File: config.mk
export PLATFORM = sky130hd
export DESIGN_NAME = hazard_seq_ctrl
export DESIGN_NICKNAME = d
export VERILOG_FILES = /design/src/rtl/hazard_seq_ctrl.sv
export SDC_FILE = /design/constraint.sdc
export NUM_CORES = 1
export LEC_CHECK = 0
export ABC_AREA = 0
export CORE_AREA = 5 5 42 44
export DETAILED_ROUTE_END_ITERATION = 6
export DIE_AREA = 0 0 47 49
export PLACE_DENSITY = 0.51
export SYNTH_ARGS = -nofsm -noshare
export SYNTH_HDL_FRONTEND = slang
export SYNTH_SLANG_ARGS = --single-unit
export TNS_END_PERCENT = 50
File: constraint.sdc
create_clock -name clk -period 1.2 [get_ports clk]
set_clock_uncertainty 0.05 [all_clocks]
set_input_delay 0.12 -clock clk [delete_from_list [all_inputs] [get_ports clk]]
set_output_delay 0.12 -clock clk [all_outputs]
set_load 0.01 [all_outputs]
File: src/rtl/hazard_seq_ctrl.sv
// hazard_seq_ctrl: pipeline hazard control for a 5-stage core.
// Generates load-use stalls, taken-branch flushes and, when the macro
// MULTICYCLE_SEQ_EN is defined, sequences a multi-cycle Execute op that
// holds Fetch/Decode/Execute for MC_CYCLES cycles and bubbles Memory.
// Without MULTICYCLE_SEQ_EN, StartMcE is ignored and McBusy, McDone,
// StallE and FlushM read 0.
module hazard_seq_ctrl #(
  parameter int unsigned MC_CYCLES = 4
) (
  input  logic       clk,
  input  logic       reset,
  input  logic [3:0] RA1D,
  input  logic [3:0] RA2D,
  input  logic [3:0] WA3E,
  input  logic       RegWriteE,
  input  logic       MemtoRegE,
  input  logic       BranchTakenE,
  input  logic       StartMcE,
  output logic       StallF,
  output logic       StallD,
  output logic       FlushD,
  output logic       StallE,
  output logic       FlushE,
  output logic       FlushM,
  output logic       McBusy,
  output logic       McDone
);

  localparam int unsigned CNT_W = 4;
  // Counter load on accept: number of BUSY cycles between accept and DONE.
  localparam logic [CNT_W-1:0] MC_LOAD = CNT_W'(MC_CYCLES - 2);

  logic ldu_c;

  // Load in Execute whose destination feeds a Decode source operand.
  assign ldu_c = MemtoRegE & RegWriteE & ((WA3E == RA1D) | (WA3E == RA2D));

`ifdef MULTICYCLE_SEQ_EN

  localparam logic [1:0] IDLE = 2'd0;
  localparam logic [1:0] BUSY = 2'd1;
  localparam logic [1:0] DONE = 2'd2;

  logic [1:0]       state_q, state_d;
  logic [CNT_W-1:0] cnt_q, cnt_d;
  logic             mc_busy_q, mc_busy_d;
  logic             mc_done_q, mc_done_d;
  logic             accept_c;

  // Sequencer state, counter and registered status flags.
  always_ff @(posedge clk or posedge reset) begin
    if (reset) begin
      state_q   <= IDLE;
      cnt_q     <= '0;
      mc_busy_q <= 1'b0;
      mc_done_q <= 1'b0;
    end else begin
      state_q   <= state_d;
      cnt_q     <= cnt_d;
      mc_busy_q <= mc_busy_d;
      mc_done_q <= mc_done_d;
    end
  end

  // Next state and hazard outputs; a branch blocks acceptance of a new op.
  always_comb begin
    state_d   = state_q;
    cnt_d     = cnt_q;
    accept_c  = 1'b0;
    StallF    = 1'b0;
    StallD    = 1'b0;
    FlushD    = 1'b0;
    StallE    = 1'b0;
    FlushE    = 1'b0;
    FlushM    = 1'b0;

    case (state_q)
      IDLE: begin
        if (StartMcE && !BranchTakenE) begin
          accept_c = 1'b1;
          // A two-cycle op has no BUSY phase: accept, then final cycle.
          if (MC_LOAD == '0) begin
            state_d = DONE;
            cnt_d   = '0;
          end else begin
            state_d = BUSY;
            cnt_d   = MC_LOAD;
          end
        end
      end
      BUSY: begin
        // Leave BUSY as the count reaches zero so DONE is the last cycle.
        cnt_d = cnt_q - CNT_W'(1);
        if (cnt_d == '0) begin
          state_d = DONE;
        end
      end
      DONE: begin
        state_d = IDLE;
        cnt_d   = '0;
      end
      default: begin
        state_d = IDLE;
        cnt_d   = '0;
      end
    endcase

    if (!reset) begin
      if (accept_c || (state_q == BUSY)) begin
        // Hold the op in Execute and feed bubbles into Memory.
        StallF = 1'b1;
        StallD = 1'b1;
        StallE = 1'b1;
        FlushM = 1'b1;
      end else begin
        if ((state_q == IDLE) && ldu_c) begin
          StallF = 1'b1;
          StallD = 1'b1;
          FlushE = 1'b1;
        end
        if (BranchTakenE) begin
          FlushD = 1'b1;
          FlushE = 1'b1;
          StallF = 1'b0;
          StallD = 1'b0;
        end
      end
    end

    mc_busy_d = (state_d == BUSY);
    mc_done_d = (state_d == DONE);
  end

  assign McBusy = mc_busy_q;
  assign McDone = mc_done_q;

`else

  logic mc_busy_q, mc_done_q;
  logic unused_ok;

  // Status flags exist as flops but stay cleared when sequencing is absent.
  always_ff @(posedge clk or posedge reset) begin
    if (reset) begin
      mc_busy_q <= 1'b0;
      mc_done_q <= 1'b0;
    end else begin
      mc_busy_q <= 1'b0;
      mc_done_q <= 1'b0;
    end
  end

  // Load-use stall and branch flush only; branch overrides the stall.
  always_comb begin
    StallF = 1'b0;
    StallD = 1'b0;
    FlushD = 1'b0;
    StallE = 1'b0;
    FlushE = 1'b0;
    FlushM = 1'b0;
    if (!reset) begin
      if (ldu_c) begin
        StallF = 1'b1;
        StallD = 1'b1;
        FlushE = 1'b1;
      end
      if (BranchTakenE) begin
        FlushD = 1'b1;
        FlushE = 1'b1;
        StallF = 1'b0;
        StallD = 1'b0;
      end
    end
  end

  assign McBusy    = mc_busy_q;
  assign McDone    = mc_done_q;
  assign unused_ok = ^{StartMcE, MC_LOAD};

`endif

endmodule

==> report_table.html <==
<table>
<tr><th>Metric</th><th>Value</th></tr>
<tr><th colspan="2">Outcome</th></tr>
<tr><td>Status</td><td>finished, final reports clean</td></tr>
<tr><th colspan="2">Setup path</th></tr>
<tr><td>Top delay family on crit path</td><td>simple AND/OR/NAND/NOR gates</td></tr>
<tr><td>CP startpoint kind</td><td>primary input</td></tr>
<tr><td>WP buf/inv</td><td>2</td></tr>
<tr><td>Category of the critical setup timing path</td><td>in -&gt; out</td></tr>
<tr><td>Largest fanout of any net on the critical path</td><td>2</td></tr>
<tr><td>Highest-delay cell along the critical path</td><td>sky130_fd_sc_hd__nor4_1</td></tr>
<tr><td>Cell chain of the critical path</td><td>buf_6 &gt; xor2_1 &gt; nor4_1 &gt; o21ai_1 &gt; nor2_1 &gt; buf_2</td></tr>
<tr><td>Required time at the worst-slack endpoint</td><td>1030 ps</td></tr>
<tr><td>Crit-path max cell delay</td><td>280 ps</td></tr>
<tr><td>CP Data Arrival Time</td><td>1010 ps</td></tr>
<tr><td>Endpoint kind of the worst setup timing path</td><td>output pin</td></tr>
<tr><th colspan="2">Synth</th></tr>
<tr><td>Most used standard cells in the synthesized netlist</td><td>sky130_fd_sc_hd__xor2_1, sky130_fd_sc_hd__buf_4, sky130_fd_sc_hd__nor2_1, sky130_fd_sc_hd__nor4_1</td></tr>
<tr><td>Leading area contributor after synthesis</td><td>sky130_fd_sc_hd__xor2_1</td></tr>
<tr><td>Most frequent cell after synthesis</td><td>sky130_fd_sc_hd__xor2_1</td></tr>
<tr><td>Distinct cell type count of the synthesized netlist</td><td>9</td></tr>
<tr><td>Combined area of all synthesized cells</td><td>152.6 um2</td></tr>
<tr><td>Sequential element share of the synthesized area</td><td>0</td></tr>
<tr><td>Yosys warning total</td><td>0</td></tr>
<tr><td>Instance count of the mapped netlist</td><td>22</td></tr>
<tr><td>Synthesized area per cell</td><td>6.938 um2</td></tr>
<tr><td>Ranking of synthesized cells by area</td><td>sky130_fd_sc_hd__xor2_1, sky130_fd_sc_hd__buf_4, sky130_fd_sc_hd__nor4_1</td></tr>
<tr><td>Yosys top cell area share</td><td>0.4590</td></tr>
<tr><th colspan="2">Pwr</th></tr>
<tr><td>Int Power</td><td>0.05584 mW</td></tr>
<tr><td>Net load switching power</td><td>0.03907 mW</td></tr>
<tr><td>Part of the power in the clock network</td><td>0</td></tr>
<tr><td>Maximum vdd ir drop</td><td>0.08140 mV</td></tr>
<tr><td>Reported leakage power</td><td>0.1636 nW</td></tr>
<tr><td>Power density over cell area</td><td>294.0 nW/um2</td></tr>
<tr><td>Flop pwr share</td><td>0</td></tr>
<tr><td>Proportion of power drawn by combinational gates</td><td>1.000</td></tr>
<tr><td>Switching part of the total</td><td>0.4117</td></tr>
<tr><th colspan="2">STA</th></tr>
<tr><td>Unrepaired setup endpoints after global routing</td><td>yes</td></tr>
<tr><td>Fraction of the cycle the final worst path needs</td><td>0.9865</td></tr>
<tr><td>Finish-stage setup viols</td><td>0</td></tr>
<tr><td>Number of max-slew violations in the final report</td><td>0</td></tr>
<tr><td>Worst-case setup margin in the final layout</td><td>16.20 ps</td></tr>
<tr><td>Fin Setup TNS</td><td>0 ps</td></tr>
<tr><td>Peak Freq</td><td>844.7 MHz</td></tr>
<tr><td>Number of endpoints with negative hold slack in the final report</td><td>0</td></tr>
<tr><td>Period minus WS final</td><td>1184 ps</td></tr>
<tr><th colspan="2">Global routing</th></tr>
<tr><td>First-pass GRT wire length</td><td>821 um</td></tr>
<tr><td>Largest net degree at the start of global routing</td><td>3</td></tr>
<tr><td>Antenna violations before repair</td><td>0</td></tr>
<tr><td>Number of global-route vias before repair</td><td>213</td></tr>
<tr><td>GRT Total Usage</td><td>0.04421</td></tr>
<tr><td>Remaining global-route overflow</td><td>0</td></tr>
<tr><th colspan="2">Route</th></tr>
<tr><td>Number of detailed-routing iterations run before antenna repair</td><td>2</td></tr>
<tr><td>Mean routed wirelength per cell</td><td>8.804 um</td></tr>
<tr><td>Post-detailed-routing wire length</td><td>493 um</td></tr>
<tr><td>Post-route ant nets</td><td>0</td></tr>
<tr><td>Average via count per standard cell</td><td>3.321</td></tr>
<tr><td>Number of vias in the routed layout</td><td>186</td></tr>
<tr><td>DRC violations left</td><td>0</td></tr>
<tr><td>Starting DRT DRC Count</td><td>2</td></tr>
<tr><th colspan="2">Cells and area</th></tr>
<tr><td>Multi-input combinational cell area</td><td>142.6 um2</td></tr>
<tr><td>Fraction of final layout cells with drive strength greater than 1</td><td>0.4500</td></tr>
<tr><td>Count of inserted antenna diode cells</td><td>0</td></tr>
<tr><td>Clock tree buffer count of the final layout</td><td>0</td></tr>
<tr><td>Synthesis-to-layout area growth</td><td>111.5%</td></tr>
<tr><td>Final core utilization</td><td>0.2304</td></tr>
<tr><td>Count of nets after finishing</td><td>60</td></tr>
<tr><td>Count of filler cells inserted in the layout</td><td>171</td></tr>
<tr><td>Sequential standard cell area</td><td>0 um2</td></tr>
<tr><td>Num sequential</td><td>0</td></tr>
<tr><th colspan="2">Place</th></tr>
<tr><td>Post-place setup slack</td><td>-825.4 ps</td></tr>
<tr><td># port buffers</td><td>20</td></tr>
<tr><td>Routability cong.</td><td>0.5727</td></tr>
<tr><th colspan="2">Floorplanning</th></tr>
<tr><td>Horizontal die dimension</td><td>47 um</td></tr>
<tr><td>Die Ht</td><td>49 um</td></tr>
<tr><td>Initial standard-cell utilization of the core</td><td>0.1089</td></tr>
<tr><td>Die ar.</td><td>2303 um2</td></tr>
<tr><td>Core box area</td><td>1401 um2</td></tr>
<tr><td>Number of placement rows</td><td>14</td></tr>
<tr><td>Count of pins on the block boundary</td><td>26</td></tr>
<tr><th colspan="2">Run</th></tr>
<tr><td>Max Cap Violations</td><td>0</td></tr>
<tr><th colspan="2">Worst hold path</th></tr>
<tr><td>Type of the tightest min-delay check</td><td>in -&gt; out</td></tr>
<tr><td>Origin of the worst min-delay path</td><td>WA3E[1]</td></tr>
<tr><td>Worst hold endpoint</td><td>FlushE</td></tr>
<tr><td>Worst hold path stage count</td><td>6</td></tr>
<tr><th colspan="2">CTS</th></tr>
<tr><td>Total of hold buffers inserted after clock tree synthesis</td><td>0</td></tr>
<tr><td># Post-CTS Setup Buffers</td><td>0</td></tr>
</table>
[per-stage QoR]
| step | cell area [um2] | cells | total power [mW] | hold WS [ps] |
|---|---|---|---|---|
| after floorplan | 163.9 | 25 | 0.04161 | 240.7 |
| after CTS | 317.8 | 56 | 0.09356 | 817.8 |
| final | 322.8 | 56 | 0.09492 | 786.8 |
| after detailed placement | 346.6 | 56 | 0.1033 | 1187 |
| after global placement | 346.6 | 56 | 0.1034 | 1197 |
| after global routing | 322.8 | 56 | 0.1043 | 861.2 |
[repair_timing]
item,in CTS,in global routing
pin swaps,12,4
endpoints found under the hold margin,0,0
resized for setup,61,5
endpoints found under the setup margin,4,4
[cell type report]
| class | count | share of cell area |
|---|---|---|
| multi-input combinational | 20 | 0.4419 |
| timing repair buffer | 20 | 0.4961 |
| tap | 16 | 0.06202 |
[power groups by stage]
stage / combinational, mW / sequential [mW] / clock (mW)
after floorplan: 0.0416 / 0 / 0
after global placement: 0.103 / 0 / 0
after detailed placement: 0.103 / 0 / 0
after CTS: 0.0936 / 0 / 0
after global routing: 0.104 / 0 / 0
final: 0.0949 / 0 / 0
[cells by family (layout without fill, tap and decap cells)]
family                 after synthesis  after routing  synth area share
buffers and inverters                5             20            0.2459
AO/OA/AOI/OAI                        1              1           0.03276
AND/OR/NAND/NOR                      7              7            0.2377
other                                1              4           0.02457
XOR/XNOR                             8              8            0.4590
[placed cells by master, fill, tap and decap left out, drive strengths merged, types with 2 or more instances in the layout]
master and count:
buf 14, clkdlybuf4s50 2, conb 4, dlygate4sd2 2
nor2 2, nor4 2, xor2 8
[routing by layer]
layer	vias up	wire [um]	global-route usage
li1	96	-	-
met1	74	189	0.05870
met2	16	214	0.07692
met3	0	90	0.007380
met4	0	0	0
met5	-	0	0
[worst max path at each step]
stage	from	end	slack [ps]	cells after the start
3_3_place_gp	WA3E[1]	StallD	-820	6
3_5_place_dp	WA3E[1]	StallF	-830	6
4_1_cts	RA2D[2]	StallF	-20	6
5_1_grt	RA2D[1]	StallD	-120	6
2_1_floorplan	RA1D[1]	StallF	40	5
6_report	RA2D[1]	StallF	20	6
Power figures use the tool's default switching activity.
